## src/rtl/stats_readout_pkg.sv

```systemverilog
// Shared definitions for the statistics snapshot/readout block:
// register indices, status bit positions and FSM state encoding.
package stats_readout_pkg;

  localparam logic [2:0] REG_DATA_CTR  = 3'd0;
  localparam logic [2:0] REG_ERROR_CTR = 3'd1;
  localparam logic [2:0] REG_MAXACC    = 3'd2;
  localparam logic [2:0] REG_MINACC    = 3'd3;
  localparam logic [2:0] REG_STATUS    = 3'd4;

  localparam int unsigned ST_BUSY_BIT    = 18;
  localparam int unsigned ST_OVERRUN_BIT = 17;

  typedef enum logic [1:0] {
    S_IDLE    = 2'd0,
    S_DRAIN   = 2'd1,
    S_CAPTURE = 2'd2,
    S_DONE    = 2'd3
  } state_t;

endpackage

```

## src/rtl/stats_readout_if.sv

```systemverilog
// Host/scoreboard-facing signal bundle of stats_readout.
// master: the host + scoreboard side; slave: the readout block.
interface stats_readout_if;

  logic        i_snap_req;
  logic        o_freeze;
  logic [31:0] i_data_ctr;
  logic [31:0] i_error_ctr;
  logic [31:0] i_maxacc;
  logic [31:0] i_minacc;
  logic        i_read;
  logic [2:0]  i_addr;
  logic [31:0] o_readdata;
  logic        o_readdatavalid;
  logic        o_snap_busy;
  logic        o_snap_done;

  modport master (
    output i_snap_req, i_data_ctr, i_error_ctr, i_maxacc, i_minacc,
           i_read, i_addr,
    input  o_freeze, o_readdata, o_readdatavalid, o_snap_busy, o_snap_done
  );

  modport slave (
    input  i_snap_req, i_data_ctr, i_error_ctr, i_maxacc, i_minacc,
           i_read, i_addr,
    output o_freeze, o_readdata, o_readdatavalid, o_snap_busy, o_snap_done
  );

endinterface

```

## src/rtl/stats_readout.sv

```systemverilog
// Statistics snapshot and register readout.
// A snapshot request freezes the scoreboard, waits SETTLE cycles for
// in-flight updates to retire, captures the four live statistics and
// pulses done. Host reads are served every cycle with one-cycle latency.
module stats_readout
  import stats_readout_pkg::*;
#(
  parameter int unsigned SETTLE = 2,   // legal 1..15
  parameter int unsigned SNAP_W = 16   // snap_count width, legal 1..16
) (
  input  logic           clk,
  input  logic           reset,
  stats_readout_if.slave bus
);

  state_t            state, state_nxt;
  logic [3:0]        settle_cnt, settle_nxt;
  logic [31:0]       snap_data, snap_error, snap_max, snap_min;
  logic [SNAP_W-1:0] snap_count;
  logic              overrun;
  logic              overrun_set;
  logic              status_rd;
  logic              busy;
  logic [31:0]       rd_mux;

  // Requests outside IDLE (DONE included) are dropped and flagged.
  assign overrun_set = bus.i_snap_req && (state != S_IDLE);
  assign status_rd   = bus.i_read && (bus.i_addr == REG_STATUS);

  // State register and settle counter.
  always_ff @(posedge clk or posedge reset) begin
    if (reset) begin
      state      <= S_IDLE;
      settle_cnt <= '0;
    end else begin
      state      <= state_nxt;
      settle_cnt <= settle_nxt;
    end
  end

  // Next-state logic; DRAIN lasts exactly SETTLE cycles.
  always_comb begin
    state_nxt  = state;
    settle_nxt = settle_cnt;
    case (state)
      S_IDLE: begin
        if (bus.i_snap_req) begin
          state_nxt  = S_DRAIN;
          settle_nxt = 4'(SETTLE - 1);
        end
      end
      S_DRAIN: begin
        if (settle_cnt == '0) state_nxt = S_CAPTURE;
        else                  settle_nxt = settle_cnt - 4'd1;
      end
      S_CAPTURE: state_nxt = S_DONE;
      S_DONE:    state_nxt = S_IDLE;
      default:   state_nxt = S_IDLE;
    endcase
  end

  // Outputs decoded from state so reset drops freeze asynchronously.
  always_comb begin
    busy            = 1'b0;
    bus.o_snap_done = 1'b0;
    case (state)
      S_DRAIN, S_CAPTURE: busy = 1'b1;
      S_DONE:             bus.o_snap_done = 1'b1;
      default:            ;
    endcase
    bus.o_freeze    = busy;
    bus.o_snap_busy = busy;
  end

  // Snapshot capture and snapshot counter.
  always_ff @(posedge clk or posedge reset) begin
    if (reset) begin
      snap_data  <= '0;
      snap_error <= '0;
      snap_max   <= '0;
      snap_min   <= '0;
      snap_count <= '0;
    end else if (state == S_CAPTURE) begin
      snap_data  <= bus.i_data_ctr;
      snap_error <= bus.i_error_ctr;
      snap_max   <= bus.i_maxacc;
      snap_min   <= bus.i_minacc;
      snap_count <= snap_count + SNAP_W'(1);
    end
  end

  // Sticky overrun; a set in the same cycle as a status read wins.
  always_ff @(posedge clk or posedge reset) begin
    if (reset)            overrun <= 1'b0;
    else if (overrun_set) overrun <= 1'b1;
    else if (status_rd)   overrun <= 1'b0;
  end

  // Register read multiplexer.
  always_comb begin
    rd_mux = '0;
    case (bus.i_addr)
      REG_DATA_CTR:  rd_mux = snap_data;
      REG_ERROR_CTR: rd_mux = snap_error;
      REG_MAXACC:    rd_mux = snap_max;
      REG_MINACC:    rd_mux = snap_min;
      REG_STATUS: begin
        rd_mux[15:0]           = 16'(snap_count);
        rd_mux[ST_OVERRUN_BIT] = overrun | overrun_set;
        rd_mux[ST_BUSY_BIT]    = busy;
      end
      default:       rd_mux = '0;
    endcase
  end

  // Registered read response, zero when not valid.
  always_ff @(posedge clk or posedge reset) begin
    if (reset) begin
      bus.o_readdata      <= '0;
      bus.o_readdatavalid <= 1'b0;
    end else begin
      bus.o_readdatavalid <= bus.i_read;
      bus.o_readdata      <= bus.i_read ? rd_mux : '0;
    end
  end

endmodule

```

## src/flat_wrapper.sv

```systemverilog
// flat-port wrapper written by rule: the top's interface ports become plain ports
module stats_readout_flat import stats_readout_pkg::*;
#(
  parameter int unsigned SETTLE = 2,                 
  parameter int unsigned SNAP_W = 16                                   
)
  (clk, reset, bus_i_snap_req, bus_i_data_ctr, bus_i_error_ctr, bus_i_maxacc, bus_i_minacc, bus_i_read, bus_i_addr, bus_o_freeze, bus_o_readdata, bus_o_readdatavalid, bus_o_snap_busy, bus_o_snap_done);
  stats_readout_if bus_i ();
  input  logic clk;
  input  logic reset;
  input wire logic [$bits(bus_i.i_snap_req)-1:0] bus_i_snap_req;
  input wire logic [$bits(bus_i.i_data_ctr)-1:0] bus_i_data_ctr;
  input wire logic [$bits(bus_i.i_error_ctr)-1:0] bus_i_error_ctr;
  input wire logic [$bits(bus_i.i_maxacc)-1:0] bus_i_maxacc;
  input wire logic [$bits(bus_i.i_minacc)-1:0] bus_i_minacc;
  input wire logic [$bits(bus_i.i_read)-1:0] bus_i_read;
  input wire logic [$bits(bus_i.i_addr)-1:0] bus_i_addr;
  output wire logic [$bits(bus_i.o_freeze)-1:0] bus_o_freeze;
  output wire logic [$bits(bus_i.o_readdata)-1:0] bus_o_readdata;
  output wire logic [$bits(bus_i.o_readdatavalid)-1:0] bus_o_readdatavalid;
  output wire logic [$bits(bus_i.o_snap_busy)-1:0] bus_o_snap_busy;
  output wire logic [$bits(bus_i.o_snap_done)-1:0] bus_o_snap_done;
  assign bus_i.i_snap_req = bus_i_snap_req;
  assign bus_i.i_data_ctr = bus_i_data_ctr;
  assign bus_i.i_error_ctr = bus_i_error_ctr;
  assign bus_i.i_maxacc = bus_i_maxacc;
  assign bus_i.i_minacc = bus_i_minacc;
  assign bus_i.i_read = bus_i_read;
  assign bus_i.i_addr = bus_i_addr;
  assign bus_o_freeze = bus_i.o_freeze;
  assign bus_o_readdata = bus_i.o_readdata;
  assign bus_o_readdatavalid = bus_i.o_readdatavalid;
  assign bus_o_snap_busy = bus_i.o_snap_busy;
  assign bus_o_snap_done = bus_i.o_snap_done;
  stats_readout #(.SETTLE(SETTLE), .SNAP_W(SNAP_W)) u_core (.clk(clk), .reset(reset), .bus(bus_i));
endmodule
```

## config.mk

```make
export PLATFORM = sky130hd
export DESIGN_NAME = stats_readout_flat
export DESIGN_NICKNAME = d
export VERILOG_FILES = /design/src/rtl/stats_readout_pkg.sv /design/src/rtl/stats_readout_if.sv /design/src/rtl/stats_readout.sv /design/src/flat_wrapper.sv
export SDC_FILE = /design/constraint.sdc
export NUM_CORES = 1
export LEC_CHECK = 0
export CAP_MARGIN = 20
export CORE_UTILIZATION = 55
export DETAILED_ROUTE_END_ITERATION = 16
export MAX_ROUTING_LAYER = met4
export PLACE_DENSITY = 0.82
export SLEW_MARGIN = 15
export SYNTH_ARGS = -nofsm -noshare
export SYNTH_HDL_FRONTEND = slang
export SYNTH_SLANG_ARGS = --single-unit
```

## constraint.sdc

```tcl
create_clock -name clk -period 18.45 [get_ports clk]
set_input_delay 4.6125 -clock clk [delete_from_list [all_inputs] [get_ports clk]]
set_output_delay 4.6125 -clock clk [all_outputs]
set_load 0.01 [all_outputs]
```

==> flow_metrics.py, run 1 <==
metrics = {
    "run_status": {
        "status": "finished clean",
    },
    "setup_path": {
        "critPathRequiredTime_ps": 13840,
        "worstPathCellList": "inv_1 -> ha_1 -> clkdlybuf4s50_1",
        "worst_path_max_delay_cell": "clkdlybuf4s50_1",
        "worstPathMaxFanout": 4,
        "critPathMaxStageDelay_ps": 550,
        "crit_arrival_ps": 1840,
        "cp-end-kind": "output pin",
        "critPathKind": "reg -> out",
        "worst_setup_path_start_kind": "flop",
    },
    "layout": {
        "ff_latch_area_um2": 4604,
        "finalNetCount": 904,
        "nFillCells": 995,
        "syn_to_final_growth_pct": 26.92,
        "diodes": 0,
        "drive_gt1_share_pct": 24.55,
        "fin_util_pct": 71.94,
        "fin_cells": 958,
        "multiInputGateArea_um2": 3351,
    },
    "sta": {
        "fin_crit_sh_pct": 34.96,
        "final-setup-viol-count": 0,
        "rsz0062_at_grt": "false",
        "tightest_slew_ps": 1070,
        "skew_ps": 9.946,
        "relSlewSlack_pct": 28.65,
        "finalSetupTns_ps": 0,
        "period_needed_ps": 6450,
        "hold_viol": 0,
        "timing.fmax_ghz": 0.1550,
        "finalMaxSlewViolations": 0,
    },
    "global_route": {
        "grt_pass1_wl_um": 30130,
        "grt_use_total_pct": 25.68,
        "grt_pass1_vias": 5833,
        "grt_max_degree": 108,
        "antenna_found_initial": 0,
        "grt_remaining_overflow": 0,
    },
    "floorplan": {
        "coreArea_um2": 14590,
        "design.portCount": 171,
        "fp.dieH_um": 124.6,
        "num_rows": 44,
        "dieWidth_um": 124.6,
        "die-area_um2": 15530,
        "initial_core_util_pct": 56.68,
    },
    "placement": {
        "globalplace.congestion": 0.8122,
        "hpwl_um": 12300,
        "io_buffers": 170,
        "dp.cells": 927,
    },
    "logic_synthesis": {
        "ys.flop_type": "dfrtp_1",
        "synth.area.mux_share_pct": 24.03,
        "ys_seq_elements": 184,
        "ys_warn_count": 0,
        "seq_area_frac_synth_pct": 55.68,
        "synth_compound_area_share_pct": 6.355,
        "synth_top_family_by_area": "multiplexers",
        "synth_cells": 613,
        "async_flop_share_pct": 100.0,
        "synth_fa_ha_area_share_pct": 1.059,
        "synthSimpleGateAreaFrac_pct": 7.338,
        "synth_cell_type_count": 48,
        "ys_top_cells_by_area": "dfrtp_1, mux2_2, mux2i_1",
        "syn_area_per_cell_um2": 13.49,
        "mappedNetlistArea_um2": 8269,
        "yosys.area.top_type": "dfrtp_1",
        "yosys.area_share.xor_xnor_pct": 1.589,
        "synth_edf_count": 0,
        "synth_fp_nets": 755,
        "yosys.area.top_type_share_pct": 55.68,
    },
    "cts": {
        "clk_pin_slew_ps": 60,
        "cts_buffer_depth": 2,
        "clock_latency_ps": 430,
        "cts_sinks": 184,
        "post-cts-setup-buffers": 0,
        "cts_resized": 0,
        "cts_max_level": 4,
        "cts_root_buffer": "clkbuf_16",
        "cts_tree": "done",
        "hold_buffers": 0,
        "cts_made_buffers": 17,
    },
    "drt": {
        "drtPass1Iterations": 5,
        "wl_um": 18290,
        "antenna_left": 0,
        "vias_per_cell": 5.733,
        "drt_iter0_markers": 434,
        "avgRoutedWirePerCell_um": 19.09,
        "drcViolationCount": 0,
        "routed-via-count": 5492,
    },
    "worst_hold_path": {
        "hp-class": "reg -> reg",
    },
    "power_and_ir_drop": {
        "leakagePower_nw": 4.427,
        "peakVddDrop_mv": 0.08375,
        "power_density_nw_per_um2": 145.8,
    },
    "job": {
        "cap_violations": 0,
    },
}
==> worst paths after layout <==
path | endpoint | slack [ps] | start | cells after the start
worst min register to register | u_core.overrun$_DFFE_PP0P_ | 490 | u_core.overrun$_DFFE_PP0P_ | 1
worst max-delay path | bus_o_freeze | 12000 | u_core.state[0]$_DFFE_PP0P_ | 3
min in group asynchronous | u_core.snap_max[26]$_DFFE_PP0P_ | 4770 | reset | 2
worst max register to register | u_core.snap_max[9]$_DFFE_PP0P_ | 15720 | u_core.state[0]$_DFFE_PP0P_ | 4
max in group asynchronous | u_core.snap_min[8]$_DFFE_PP0P_ | 12130 | reset | 3
worst min-delay path | u_core.overrun$_DFFE_PP0P_ | 490 | u_core.overrun$_DFFE_PP0P_ | 1
==> flip-flops by register name, indices dropped and copies added (netlist names) <==
name and flops:
u_core.bus.o_readdata 32, u_core.bus.o_readdatavalid 1, u_core.overrun 1, u_core.settle_cnt 4
u_core.snap_count 16, u_core.snap_data 32, u_core.snap_error 32, u_core.snap_max 32
u_core.snap_min 32, u_core.state 2
==> layout make-up <==
class / count / area share, %
flip-flops and latches: 184 / 43.87
repair buffers: 173 / 16.36
well taps: 184 / 2.194
clock buffers: 23 / 4.554
inverters: 10 / 0.4053
clock inverters: 8 / 0.6915
multi-input cells: 376 / 31.93
==> cells in the final DEF, fill, tap and decap left out, types with 6 or more instances in the layout <==
| cell type | instances |
|---|---|
| dfrtp_1 | 184 |
| clkdlybuf4s50_1 | 168 |
| mux2_2 | 137 |
| and2_1 | 32 |
| o22ai_1 | 31 |
| mux2i_1 | 26 |
| a21oi_1 | 20 |
| a22oi_1 | 18 |
| nor3b_1 | 17 |
| clkbuf_16 | 17 |
| nor2_1 | 11 |
| mux2_4 | 10 |
| nand2_1 | 10 |
| inv_1 | 9 |
| xor2_1 | 9 |
| xnor2_1 | 6 |
| ha_1 | 6 |
==> critical path, delay by kind of cell (launching register included) <==
family | cells | cell delay (ps)
fa+ha+maj | 1 | 360
buf+inv | 2 | 660
flops | 1 | 400
==> kinds of logic after synthesis <==
kind of cell	Yosys count
AO/OA/AOI/OAI	82
AND/OR/NAND/NOR	97
buffers and inverters	53
multiplexers	175
XOR/XNOR	15
adder cells (fa/ha/maj)	7
flip-flops	184
==> synthesized netlist by cell type (10+ instances only) <==
library cell / instances
inv_1: 10
and2_1: 32
mux2_4: 10
buf_2: 26
dfrtp_1: 184
o22ai_1: 31
nand2_1: 10
mux2_2: 137
mux2i_1: 26
a22oi_1: 18
nor2_1: 11
a21oi_1: 20
nor3b_1: 17
==> metrics by stage <==
stage | cell area, um^2 | worst slack (ps) | total power [W] | hold WS (ps)
2_1_floorplan | 8269 | 8837 | 0.001054 | 442.0
3_5_place_dp | 9945 | 11590 | 0.001195 | 477.1
6_report | 10500 | 12000 | 0.001530 | 487.5
5_1_grt | 10500 | 11760 | 0.001618 | 512.8
3_3_place_gp | 9945 | 11660 | 0.001161 | 453.1
4_1_cts | 10500 | 11970 | 0.001540 | 489.5
==> report_power, final <==
| group | internal [W] | switching (W) | leakage [nW] |
|---|---|---|---|
| logic | 0.000316 | 0.000202 | 1.91 |
| clock network | 0.000195 | 0.000146 | 0.265 |
| registers | 0.000571 | 0.0000997 | 2.25 |
==> layer usage <==
| layer | wire, um | vias up | global-route usage (%) |
|---|---|---|---|
| met3 | 1329 | 27 | 8.033 |
| li1 | - | 2495 | - |
| met4 | 330 | 0 | 8.434 |
| met1 | 7746 | 2791 | 31.31 |
| met2 | 8886 | 179 | 40.69 |
| met5 | 0 | - | - |
Power figures use the tool's default switching activity.
==> run 2: changes to the inputs <==
Settings changed: CORE_UTILIZATION 55 to 51, PLACE_DENSITY 0.82 to 0.77.
Clock period 18.45 ns to 6.35 ns, I/O delays scaled along.
==> flow_metrics.py, run 2 (synthesis results as in run 1) <==
metrics = {
    "drt": {
        "vias_per_cell": 5.431,
        "drt_iter0_markers": 373,
        "wl_um": 18330,
        "routed-via-count": 5371,
        "drtPass1Iterations": 9,
        "antenna_left": 0,
        "drcViolationCount": 0,
        "avgRoutedWirePerCell_um": 18.53,
    },
    "setup_path": {
        "critPathMaxStageDelay_ps": 560,
        "critPathKind": "reg -> out",
        "worstPathMaxFanout": 4,
        "worst_path_max_delay_cell": "clkdlybuf4s50_1",
        "crit_arrival_ps": 1860,
        "critPathRequiredTime_ps": 4760,
        "worst_setup_path_start_kind": "flop",
        "worstPathCellList": "inv_1 -> ha_1 -> clkdlybuf4s50_1",
        "cp-end-kind": "output pin",
    },
    "sta": {
        "hold_viol": 0,
        "fin_crit_sh_pct": 54.28,
        "rsz0062_at_grt": "false",
        "skew_ps": 6.256,
        "relSlewSlack_pct": 31.03,
        "tightest_slew_ps": 1035,
        "finalMaxSlewViolations": 0,
        "final-setup-viol-count": 0,
        "timing.fmax_ghz": 0.2901,
        "period_needed_ps": 3447,
        "finalSetupTns_ps": 0,
    },
    "cts": {
        "clock_latency_ps": 420,
        "cts_buffer_depth": 2,
        "hold_buffers": 0,
        "cts_resized": 0,
        "cts_tree": "done",
        "clk_pin_slew_ps": 70,
        "cts_max_level": 4,
        "cts_sinks": 184,
        "cts_made_buffers": 17,
        "post-cts-setup-buffers": 0,
        "cts_root_buffer": "clkbuf_16",
    },
    "global_route": {
        "grt_pass1_wl_um": 29110,
        "grt_use_total_pct": 23.86,
        "grt_max_degree": 185,
        "grt_pass1_vias": 5765,
        "use_met2_pct": 39.25,
        "antenna_found_initial": 0,
        "grt_remaining_overflow": 0,
        "gr-max-usage-layer": "met2",
        "met1_usage_pct": 27.43,
        "met3_usage_pct": 9.125,
    },
    "layout": {
        "drive_gt1_share_pct": 24.45,
        "final_common_cell": "dfrtp_1",
        "nFillCells": 1146,
        "finalNetCount": 904,
        "final_cell_mix": "dfrtp_1, clkdlybuf4s50_1, mux2_2",
        "diodes": 0,
        "syn_to_final_growth_pct": 27.98,
        "fin_util_pct": 66.86,
    },
    "floorplan": {
        "initial_core_util_pct": 52.25,
        "dieWidth_um": 129.3,
        "fp.dieH_um": 129.3,
        "die-area_um2": 16730,
        "num_rows": 46,
        "design.portCount": 171,
        "coreArea_um2": 15830,
    },
    "placement": {
        "hpwl_um": 12460,
        "io_buffers": 170,
        "globalplace.congestion": 0.7724,
    },
    "power_and_ir_drop": {
        "power_density_nw_per_um2": 427.9,
        "peakVddDrop_mv": 0.2919,
        "leakagePower_nw": 4.440,
    },
    "run_status": {
        "status": "finished clean",
    },
    "job": {
        "cap_violations": 0,
    },
    "worst_hold_path": {
        "hp-class": "reg -> reg",
    },
}
[run 2: cell count changes in the layout (fill, tap and decap cells not counted)]
| cell | delta |
|---|---|
| inv_6 | -1 |
| clkbuf_8 | -1 |
| bufinv_16 | +2 |
| buf_12 | +1 |
| buf_4 | -1 |
| clkinvlp_4 | +1 |
| clkinv_2 | -2 |
[run 2: stage by stage]
| stage | cells | setup WS, ps | power (W) | hold slack [ps] | instance area [um^2] |
|---|---|---|---|---|---|
| after detailed placement | 959 | 2663 | 0.003494 | 469.5 | 9996 |
| final | 989 | 2903 | 0.004528 | 481.0 | 10580 |
| after CTS | 989 | 2886 | 0.004561 | 484.2 | 10580 |
| after global routing | 989 | 2819 | 0.004788 | 496.1 | 10580 |
| after floorplan | 613 | 2398 | 0.003063 | 442.0 | 8273 |
| after global placement | 959 | 2748 | 0.003384 | 461.0 | 9996 |
[run 2: cell type report]
| class | count | area (um^2) | share of cell area (%) |
|---|---|---|---|
| clock buffer | 22 | 464.2 | 4.386 |
| clock inverter | 8 | 122.6 | 1.159 |
| inverter | 10 | 41.29 | 0.3902 |
| multi-input combinational | 376 | 3351 | 31.66 |
| sequential | 184 | 4604 | 43.51 |
| tap | 216 | 270.3 | 2.554 |
| timing repair buffer | 173 | 1729 | 16.34 |
[run 2: worst paths after layout]
check                                             from                                to  slack (ps)  cells past startpoint
max in group asynchronous                        reset  u_core.snap_error[1]$_DFFE_PP0P_        3830                      3
setup reg to reg           u_core.state[0]$_DFFE_PP0P_  u_core.snap_error[6]$_DFFE_PP0P_        3590                      4
min in group asynchronous                        reset  u_core.snap_data[30]$_DFFE_PP0P_        1750                      3
setup / recovery           u_core.state[0]$_DFFE_PP0P_                      bus_o_freeze        2900                      3
hold reg to reg             u_core.overrun$_DFFE_PP0P_        u_core.overrun$_DFFE_PP0P_         480                      1
hold / removal              u_core.overrun$_DFFE_PP0P_        u_core.overrun$_DFFE_PP0P_         480                      1
[run 2: metal layers]
| metal | share of wire [%] | routed length (um) |
|---|---|---|
| met5 | 0 | 0 |
| met3 | 8.6 | 1575 |
| met2 | 50 | 9216 |
| met1 | 40 | 7394 |
| met4 | 0.79 | 144 |
[run 2: worst max-delay path: cells and delay by family, from the launching register on]
family                     cells  cell delay (ps)
DFF                            1              400
adders and majority gates      1              370
buffers and inverters          2              670
[run 2: power breakdown]
group / internal, W / switching (W)
registers: 0.00166 / 0.000294
logic: 0.000920 / 0.000596
clock network: 0.000634 / 0.000425
total: 0.00321 / 0.00131
